==> src/rtl/clock_display_scan.sv <==
// clock_display_scan: six-digit common-anode 7-segment scanner for an HH.MM.SS
// time display. Each field is snapshotted once per scan frame so a frame never
// mixes values from both sides of a counter rollover.
// Optional build macro: CLOCK_DISPLAY_HOUR12_EN selects a 12-hour display with a
// PM indicator on the leftmost decimal point; the default is a 24-hour display.
//
// Digit index | shows
// 0           | sec ones (rightmost)
// 1           | sec tens
// 2           | min ones (dp lit)
// 3           | min tens
// 4           | hour ones (dp lit)
// 5           | hour tens (dp = PM in 12-hour build)
module clock_display_scan #(
  parameter int SCAN_DIV = 50000
) (
  input  logic       clock,
  input  logic       reset,
  input  logic [5:0] sec,
  input  logic [5:0] min,
  input  logic [4:0] hour,
  output logic [5:0] an,
  output logic [6:0] seg,
  output logic       dp,
  output logic       frame_tick
);

  localparam int PW = (SCAN_DIV > 2) ? $clog2(SCAN_DIV) : 1;
  localparam logic [PW-1:0] LAST = PW'(SCAN_DIV - 1);
  localparam logic [6:0] DASH = 7'b0111111;

  logic [PW-1:0] prescaler;
  logic [2:0]    index;
  logic [5:0]    snap_sec;
  logic [5:0]    snap_min;
  logic [4:0]    snap_hour;

  logic          step;
  logic          wrap;
  logic [2:0]    index_n;
  logic [5:0]    cur_sec;
  logic [5:0]    cur_min;
  logic [4:0]    cur_hour;
  logic [5:0]    hour_disp;
  logic          pm;
  logic          sec_ok;
  logic          min_ok;
  logic          hour_ok;
  logic [11:0]   sec_bcd;
  logic [11:0]   min_bcd;
  logic [11:0]   hour_bcd;
  logic [5:0]    digit;
  logic          digit_ok;
  logic [5:0]    an_n;
  logic [6:0]    seg_n;
  logic          dp_n;

  // Split a 0..63 value into {tens, ones} by repeated compare/subtract of ten.
  function automatic logic [11:0] to_bcd(input logic [5:0] v);
    logic [5:0] r;
    logic [5:0] t;
    r = v;
    t = 6'd0;
    for (int i = 0; i < 6; i++) begin
      if (r >= 6'd10) begin
        r = r - 6'd10;
        t = t + 6'd1;
      end
    end
    return {t, r};
  endfunction

  // Active-low gfedcba pattern for one decimal digit; anything else is a dash.
  function automatic logic [6:0] seg_code(input logic [5:0] d);
    case (d)
      6'd0:    return 7'b1000000;
      6'd1:    return 7'b1111001;
      6'd2:    return 7'b0100100;
      6'd3:    return 7'b0110000;
      6'd4:    return 7'b0011001;
      6'd5:    return 7'b0010010;
      6'd6:    return 7'b0000010;
      6'd7:    return 7'b1111000;
      6'd8:    return 7'b0000000;
      6'd9:    return 7'b0010000;
      default: return DASH;
    endcase
  endfunction

  assign step    = (prescaler == LAST);
  assign wrap    = step && (index == 3'd5);
  assign index_n = (index == 3'd5) ? 3'd0 : index + 3'd1;

  // On a frame start the outputs must already use the values being captured.
  assign cur_sec  = wrap ? sec  : snap_sec;
  assign cur_min  = wrap ? min  : snap_min;
  assign cur_hour = wrap ? hour : snap_hour;

  // Decode the digit that becomes visible at the next step.
  always_comb begin
    sec_ok    = (cur_sec <= 6'd59);
    min_ok    = (cur_min <= 6'd59);
    hour_ok   = (cur_hour <= 5'd23);
    hour_disp = {1'b0, cur_hour};
    pm        = 1'b0;
`ifdef CLOCK_DISPLAY_HOUR12_EN
    if (cur_hour == 5'd0) begin
      hour_disp = 6'd12;
    end else if (cur_hour > 5'd12) begin
      hour_disp = {1'b0, cur_hour} - 6'd12;
    end
    pm = hour_ok && (cur_hour >= 5'd12);
`endif
    sec_bcd  = to_bcd(cur_sec);
    min_bcd  = to_bcd(cur_min);
    hour_bcd = to_bcd(hour_disp);
    digit    = 6'd0;
    digit_ok = 1'b0;
    dp_n     = 1'b1;
    case (index_n)
      3'd0: begin digit = sec_bcd[5:0];   digit_ok = sec_ok;  end
      3'd1: begin digit = sec_bcd[11:6];  digit_ok = sec_ok;  end
      3'd2: begin digit = min_bcd[5:0];   digit_ok = min_ok;  dp_n = 1'b0; end
      3'd3: begin digit = min_bcd[11:6];  digit_ok = min_ok;  end
      3'd4: begin digit = hour_bcd[5:0];  digit_ok = hour_ok; dp_n = 1'b0; end
      3'd5: begin digit = hour_bcd[11:6]; digit_ok = hour_ok; dp_n = ~pm; end
      default: begin digit = 6'd0; digit_ok = 1'b0; end
    endcase
    seg_n = digit_ok ? seg_code(digit) : DASH;
    an_n  = ~(6'b000001 << index_n);
  end

  // Prescaler: counts 0..SCAN_DIV-1 and wraps, one step per digit slot.
  always_ff @(posedge clock or posedge reset) begin
    if (reset) begin
      prescaler <= '0;
    end else if (step) begin
      prescaler <= '0;
    end else begin
      prescaler <= prescaler + 1'b1;
    end
  end

  // Digit index and per-frame snapshot of the time fields.
  always_ff @(posedge clock or posedge reset) begin
    if (reset) begin
      index     <= 3'd5;
      snap_sec  <= '0;
      snap_min  <= '0;
      snap_hour <= '0;
    end else if (step) begin
      index <= index_n;
      if (wrap) begin
        snap_sec  <= sec;
        snap_min  <= min;
        snap_hour <= hour;
      end
    end
  end

  // Registered display outputs, changing together with the digit index.
  always_ff @(posedge clock or posedge reset) begin
    if (reset) begin
      an         <= 6'b111111;
      seg        <= 7'b1111111;
      dp         <= 1'b1;
      frame_tick <= 1'b0;
    end else begin
      frame_tick <= wrap;
      if (step) begin
        an  <= an_n;
        seg <= seg_n;
        dp  <= dp_n;
      end
    end
  end

endmodule

==> config.mk <==
export PLATFORM = sky130hd
export DESIGN_NAME = clock_display_scan
export DESIGN_NICKNAME = d
export VERILOG_FILES = /design/src/rtl/clock_display_scan.sv
export SDC_FILE = /design/constraint.sdc
export NUM_CORES = 1
export LEC_CHECK = 0
export ABC_CLOCK_PERIOD_IN_PS = 6290
export BUFFER_PORTS_ARGS = -buffer_cell sky130_fd_sc_hd__buf_2
export CORE_MARGIN = 2
export CORE_UTILIZATION = 30
export DETAILED_ROUTE_END_ITERATION = 8
export MAX_ROUTING_LAYER = met4
export PLACE_DENSITY_LB_ADDON = 0.1
export SKIP_LAST_GASP = 1
export SLEW_MARGIN = 0
export SYNTH_ARGS = -nofsm -noshare
export SYNTH_HDL_FRONTEND = slang
export SYNTH_SLANG_ARGS = --single-unit
==> constraint.sdc <==
create_clock -name clock -period 6.29 [get_ports clock]
set_input_delay 0.629 -clock clock [delete_from_list [all_inputs] [get_ports clock]]
set_output_delay 0.629 -clock clock [all_outputs]
set_load 0.02 [all_outputs]
**Word-level counts from Yosys, hierarchy flattened**

Memories as Yosys holds them, arrays and structs flattened.
Index checks and enable logic that the tools add are counted.

- Memories kept: 1
- Bits in read-only memories: 112
- Register bits after elaboration: 51

Memory list:

| name | words | width | read ports | clocked after memory_dff | write ports | line | text |
|---|---|---|---|---|---|---|---|
| (name not given) | 16 | 7 | 1 | 0 | 0 | 75 | `case (d)` |

- Shift-type cells: 1
- Add/sub/neg operators: 35
- Bitwise gates (word level): 1
- Mux-type cells: 46
- Order comparisons: 21
- Reductions and logical operators: 7
- Eq/ne operators: 7

Operators with widths:

| cell | count |
|---|---|
| two-way mux 6 bit | 35 |
| >= comparator 6 x 4 -> 1 bit, second input constant | 17 |
| subtractor 6 x 4 -> 6 bit, second input constant | 17 |
| adder 6 x 1 -> 6 bit, second input constant | 15 |
| one-hot mux 6 bit (6 select lines) | 1 |
| adder 16 x 1 -> 16 bit, second input constant | 1 |
| == test 16 bit, second input constant | 1 |
| two-way mux 16 bit | 1 |
| two-way mux 7 bit | 2 |
| <= comparator 6 bit, second input constant | 2 |
| == test 3 bit, second input constant | 3 |
| OR reduction 2 bit | 4 |
| == test 3 x 2 -> 1 bit, second input constant | 2 |
| NOT 6 bit | 1 |
| << shifter 1 x 3 -> 6 bit, first input constant | 1 |
| subtractor 5 x 4 -> 6 bit, second input constant | 1 |
| >= comparator 5 x 4 -> 1 bit, second input constant | 1 |
| <= comparator 5 bit, second input constant | 1 |
| two-way mux 5 bit | 1 |
| two-way mux 1 bit | 4 |
| adder 3 x 1 -> 3 bit, second input constant | 1 |
| == test 3 x 1 -> 1 bit, second input constant | 1 |
| zero test 3 bit | 1 |
| two-way mux 3 bit | 1 |
| other kinds (3) | 3 |

**Longest topological paths before layout**

- Depth after elaboration: 19
- Depth in mapped cells: 39

**Worst setup path after synthesis**

No wires, ideal clock.

- Kind: reg-to-reg
- Start: register prescaler[0]
- End: register seg[0]
- Library setup time: 0.091 ns
- Setup slack: -0.644 ns
- Stages on the path, launching flop included: 36
- Arrival: 6.843 ns
- Required time: 6.199 ns
- Path through: dfrtp_1 -> ha_1 -> and3_1 -> buf_2 -> and4_1 -> buf_4 -> buf_2 -> and3_1 -> a21oi_1 -> inv_1 -> ha_1 -> o21a_1 -> o31ai_1 -> and2_1 -> inv_1 -> ha_1 -> nand3_1 -> a21oi_1 -> or2_2 -> or2_2 -> ha_1 -> xnor2_1 -> ha_1 -> mux2i_1 -> inv_1 -> ha_1 -> o21a_1 -> ha_1 -> xor2_1 -> nand2_1 -> xnor2_1 -> o211ai_1 -> a311o_1 -> buf_6 -> a2111oi_1 -> nor3_1

- Cells in the longest elaborated chain, start to end: 19
- Elaborated cells on any way between the ends: 101

Ends and longest elaborated chain:

| item | line | text |
|---|---|---|
| start: declaration | 32 | `logic [PW-1:0] prescaler;` |
| start signal: assignment | 140 | `prescaler <= prescaler + 1'b1;` |
| == test 16 bit * | 90 | `assign step = (prescaler == LAST);` |
| logical AND 1 bit * | 91 | `assign wrap = step && (index == 3'd5);` |
| two-way mux 5 bit * | n/a |  |
| via cur_hour[1] | 43 | `logic [4:0] cur_hour;` |
| subtractor 5 x 4 -> 6 bit or >= comparator 5 x 4 -> 1 bit (tied branches) | 66, 65 |  |
| two-way mux 6 bit or two-way mux 1 bit (tied branches) | 65 | `if (r >= 6'd10) begin` |
| subtractor 6 x 4 -> 6 bit, or another cell as far along | 66 | `r = r - 6'd10;` |
| two-way mux 6 bit | 65 |  |
| (+4 left out) | n/a |  |
| subtractor 6 x 4 -> 6 bit, or another cell as far along | 66 |  |
| two-way mux 6 bit | 65 |  |
| subtractor 6 x 4 -> 6 bit, or another cell as far along | 66 |  |
| two-way mux 6 bit | 65 |  |
| one-hot mux 6 bit (6 select lines) | 120 | `case (index_n)` |
| memory read (16 x 7 bit) or zero test 2 bit (tied branches) | n/a |  |
| two-way mux 7 bit | 75 |  |
| two-way mux 7 bit * | 129 | `seg_n = digit_ok ? seg_code(digit) : DASH;` |
| end signal: assignment | 172 | `seg <= seg_n;` |
| end: declaration | 23 | `output logic [6:0] seg,` |

Mark *: on every way through the listed nets, which the timed path passes. The rest lies on a longest branch.
A chain may end at the register's enable or synchronous reset.

**Final worst setup path**

- Start: register prescaler[1]
- End: register seg[3]

- Cells in the longest elaborated chain, start to end: 19
- Elaborated cells on any way between the ends: 101

Ends and longest elaborated chain:

| item | line |
|---|---|
| == test 16 bit * | 90 |
| logical AND 1 bit | 91 |
| two-way mux 6 bit or two-way mux 5 bit (tied branches) | n/a |
| subtractor 6 x 4 -> 6 bit, or another cell as far along | 66 |
| two-way mux 6 bit or two-way mux 1 bit (tied branches) | 65 |
| subtractor 6 x 4 -> 6 bit, or another cell as far along | 66 |
| two-way mux 6 bit | 65 |
| subtractor 6 x 4 -> 6 bit, or another cell as far along | 66 |
| (+3 left out) | n/a |
| subtractor 6 x 4 -> 6 bit, or another cell as far along | 66 |
| two-way mux 6 bit | 65 |
| subtractor 6 x 4 -> 6 bit, or another cell as far along | 66 |
| two-way mux 6 bit | 65 |
| one-hot mux 6 bit (6 select lines) | 120 |
| memory read (16 x 7 bit) or zero test 2 bit (tied branches) | n/a |
| two-way mux 7 bit | 75 |
| two-way mux 7 bit | 129 |

Every way passes the cells marked *; elsewhere a longest branch is shown, timed or not.

==> impl_metrics.csv <==
group,metric,value,unit
timing,period_minus_slack,6.21,ns
timing,setup_viol,0,
cells_and_area,nNetsFinal,992,
synthesis,synth_top_cell_area_share,14.7,%
global_route,grt_pass1_wl,34.4,mm
clock_tree,clockBufferDepth,2,
critical_path,cpPeakStageDelay,0.52,ns
pwr,leakage,3.61,nW
flow_run,maxCapViolCount,0,
timing,tns,0,ns
pwr,power_density,111,nW/um^2
timing,hold-worst-slack,0.480,ns
synthesis,yosysMostFrequentCell,"nand2_1",
synthesis,async_reset_ff_share,100,%
cells_and_area,area_delta_synth_final,41.7,%
floorplanning,rows,51,
detailed_routing,wl_per_cell,17.8,um
floorplanning,dieArea,21000,sq um
synthesis,avgSynthCellArea,7.91,sq um
synthesis,ys_seq_area_share,21.7,%
place,gp_congestion,0.901,
detailed_routing,ant_nets,0,
cells_and_area,antenna_cells,0,
cells_and_area,drive_above_1_share,40.6,%
timing,rsz0062_at_grt,"true",
synthesis,yosys-top-cells-area,"dfrtp_1 15%, dfstp_2 7.0%, ha_1 6.5%, nand2_1 4.5%, o21ai_0 4.1%",
clock_tree,cts_tree,"yes",
timing,tightestPinTransition,1.08,ns
synthesis,syn_nets,804,
clock_tree,cts_root_buffer,"clkbuf_16",
critical_path,critPathRequiredTime,6.53,ns
synthesis,netlist_instances,754,
clock_tree,insertion_delay,0.31,ns
synthesis,synth_common_cells,"72 x nand2_1, 58 x nor2_1, 49 x o21ai_0",
clock_tree,htree_levels,2,
timing,post-route-period-util,98.7,%
detailed_routing,via_count,6682,
synthesis,synthFlopType,"dfrtp_1",
critical_path,slowest_stage,"or4_4",
global_route,grt_max_degree,52,
floorplanning,die_y,145,um
synthesis,synth_area,5960,sq um
pwr,ir_drop,0.102,mV
critical_path,start_kind,"register",
floorplanning,initial_core_util,30.6,%
synthesis,yosysWarnings,0,
synthesis,synth_cell_types,101,
detailed_routing,drc,0,
synthesis,synth_edf_count,0,
cells_and_area,fillers,1995,
clock_tree,cts-buffers-inserted,5,
timing,slew_viol_final,0,
place,port_buffers,33,
critical_path,path_common_cell,"ha_4",
critical_path,cp-end-kind,"register",
place,dp_hpwl,16.5,mm
detailed_routing,avgViaCountPerCell,5.53,
pwr,p_total,0.937,mW
detailed_routing,drt-initial-drc-count,350,
synthesis,yosysTopAreaCell,"dfrtp_1",
synthesis,ys_ff_latch,51,
detailed_routing,totalWireLength,21.5,mm
floorplanning,die_w,145,um
min_path,hold_path.class,"register to register",
timing,skew,0.00583,ns
critical_path,arrival,6.45,ns
critical_path,cp_max_fo,6,
timing,finalHoldViolCount,0,
timing,max_freq,0.161,GHz
clock_tree,path_clk_slew,0.08,ns
global_route,gr-total-overflow,0,
timing,max-slew-margin-rel,27.7,%
clock_tree,cts_sinks,51,
critical_path,critical_path_class,"register to register",
floorplanning,pin_count,34,
cells_and_area,finish.utilization,43.4,%
global_route,grt_usage,20.4,%
global_route,grt_pass1_vias,6512,
status,status,"finished, final reports clean",
floorplanning,core_area,19500,sq um
detailed_routing,drt-pass1-iter-count,5,
global_route,antenna_found_initial,0,
## flip-flops by register name, indices dropped and copies added, names as in the netlist
name / flops
snap_min: 6
snap_hour: 5
seg: 7
index: 3
prescaler: 16
snap_sec: 6
dp: 1
frame_tick: 1
an: 6
## critical path: cells and delay by family (launching register included)
family | cells | cell delay [ns]
buf+inv | 6 | 0.72
flops | 1 | 0.38
compound gates | 6 | 1.56
xor+xnor | 3 | 0.45
simple gates | 10 | 1.62
mux | 1 | 0.19
fa+ha+maj | 6 | 1.21
## where the power goes
part	leakage (nW)	total, mW	switching [mW]	internal [mW]
Sequential	0.585	0.329	0.000863	0.328
Combinational	2.95	0.311	0.165	0.146
Clock	0.0759	0.297	0.145	0.152
Total	3.61	0.937	0.311	0.627
## final timing paths
check | cells past startpoint | startpoint | endpoint | slack (ns)
min in group asynchronous | 3 | reset | snap_min[1]$_DFFE_PP0N_ | 0.50
min | 2 | an[5]$_DFFE_PP1N_ | an[5]$_DFFE_PP1N_ | 0.48
max reg2reg | 32 | prescaler[1]$_DFF_PP0_ | seg[3]$_DFFE_PP1N_ | 0.08
max in group asynchronous | 3 | reset | prescaler[11]$_DFF_PP0_ | 5.26
max | 32 | prescaler[1]$_DFF_PP0_ | seg[3]$_DFFE_PP1N_ | 0.08
min reg2reg | 2 | an[5]$_DFFE_PP1N_ | an[5]$_DFFE_PP1N_ | 0.48
## what timing repair did
| item | CTS | global route |
|---|---|---|
| setup endpoints to repair | 7 | 7 |
| hold buffers | 0 | 0 |
| resized for setup | 35 | 59 |
| cloned | 1 | 0 |
| pin swaps | 22 | 38 |
| setup buffers | 18 | 16 |
## logic make-up (layout without fill, tap and decap cells)
kind of cell / Yosys count / in the layout / synth area share [%]
and+or+nand+nor: 291 / 291 / 26.2
AOI/OAI and AO/OA: 231 / 232 / 28.2
buffers and inverters: 78 / 266 / 5.56
DFF: 51 / 51 / 21.7
xor gates and xnor gates: 40 / 40 / 6.13
muxes: 32 / 32 / 5.67
adders and majority gates: 31 / 31 / 6.50
## per-layer routing
metal	part of all wire (%)	track usage, %	vias up
met5	0	-	-
met2	49	34.9	181
met1	45	26.3	3259
met3	3.9	2.17	31
met4	1.6	4.21	0
li1	-	-	3211
## area by class of cell
class / instances / area (sq um) / share of cell area (%)
Multi-Input combinational cell: 626 / 4950 / 58.6
Clock buffer: 5 / 125 / 1.48
Clock inverter: 3 / 28.8 / 0.341
Sequential cell: 51 / 1300 / 15.4
Tap cell: 265 / 332 / 3.92
Timing Repair Buffer: 211 / 1530 / 18.1
Inverter: 47 / 181 / 2.15
## layout by cell type (no fill, tap or decap), drive strengths merged, types with 6 or more instances in the layout
cell type	instances
buf	211
nand2	73
nor2	61
o21ai	52
inv	47
dfrtp	35
a21oi	35
ha	31
nand3	29
nor3	29
xnor2	27
mux2i	21
and3	19
dfstp	16
o211ai	14
and2	14
xor2	13
mux2	11
nand4	10
a31oi	10
o21a	10
a21o	9
o31ai	8
nor4	8
a22oi	7
or2	7
nand2b	6
a211oi	6
or3	6
a221oi	6
## stage by stage
step / instance area, sq um / std cells / setup WS, ns
floorplan: 6170 / 754 / 0.0187
global placement: 7590 / 1166 / -0.263
detailed placement: 7590 / 1166 / -0.372
CTS: 8030 / 1192 / 0.0000191
global route: 8450 / 1208 / -0.157
finish: 8450 / 1208 / 0.0826
(Power assumes the default switching activity.)
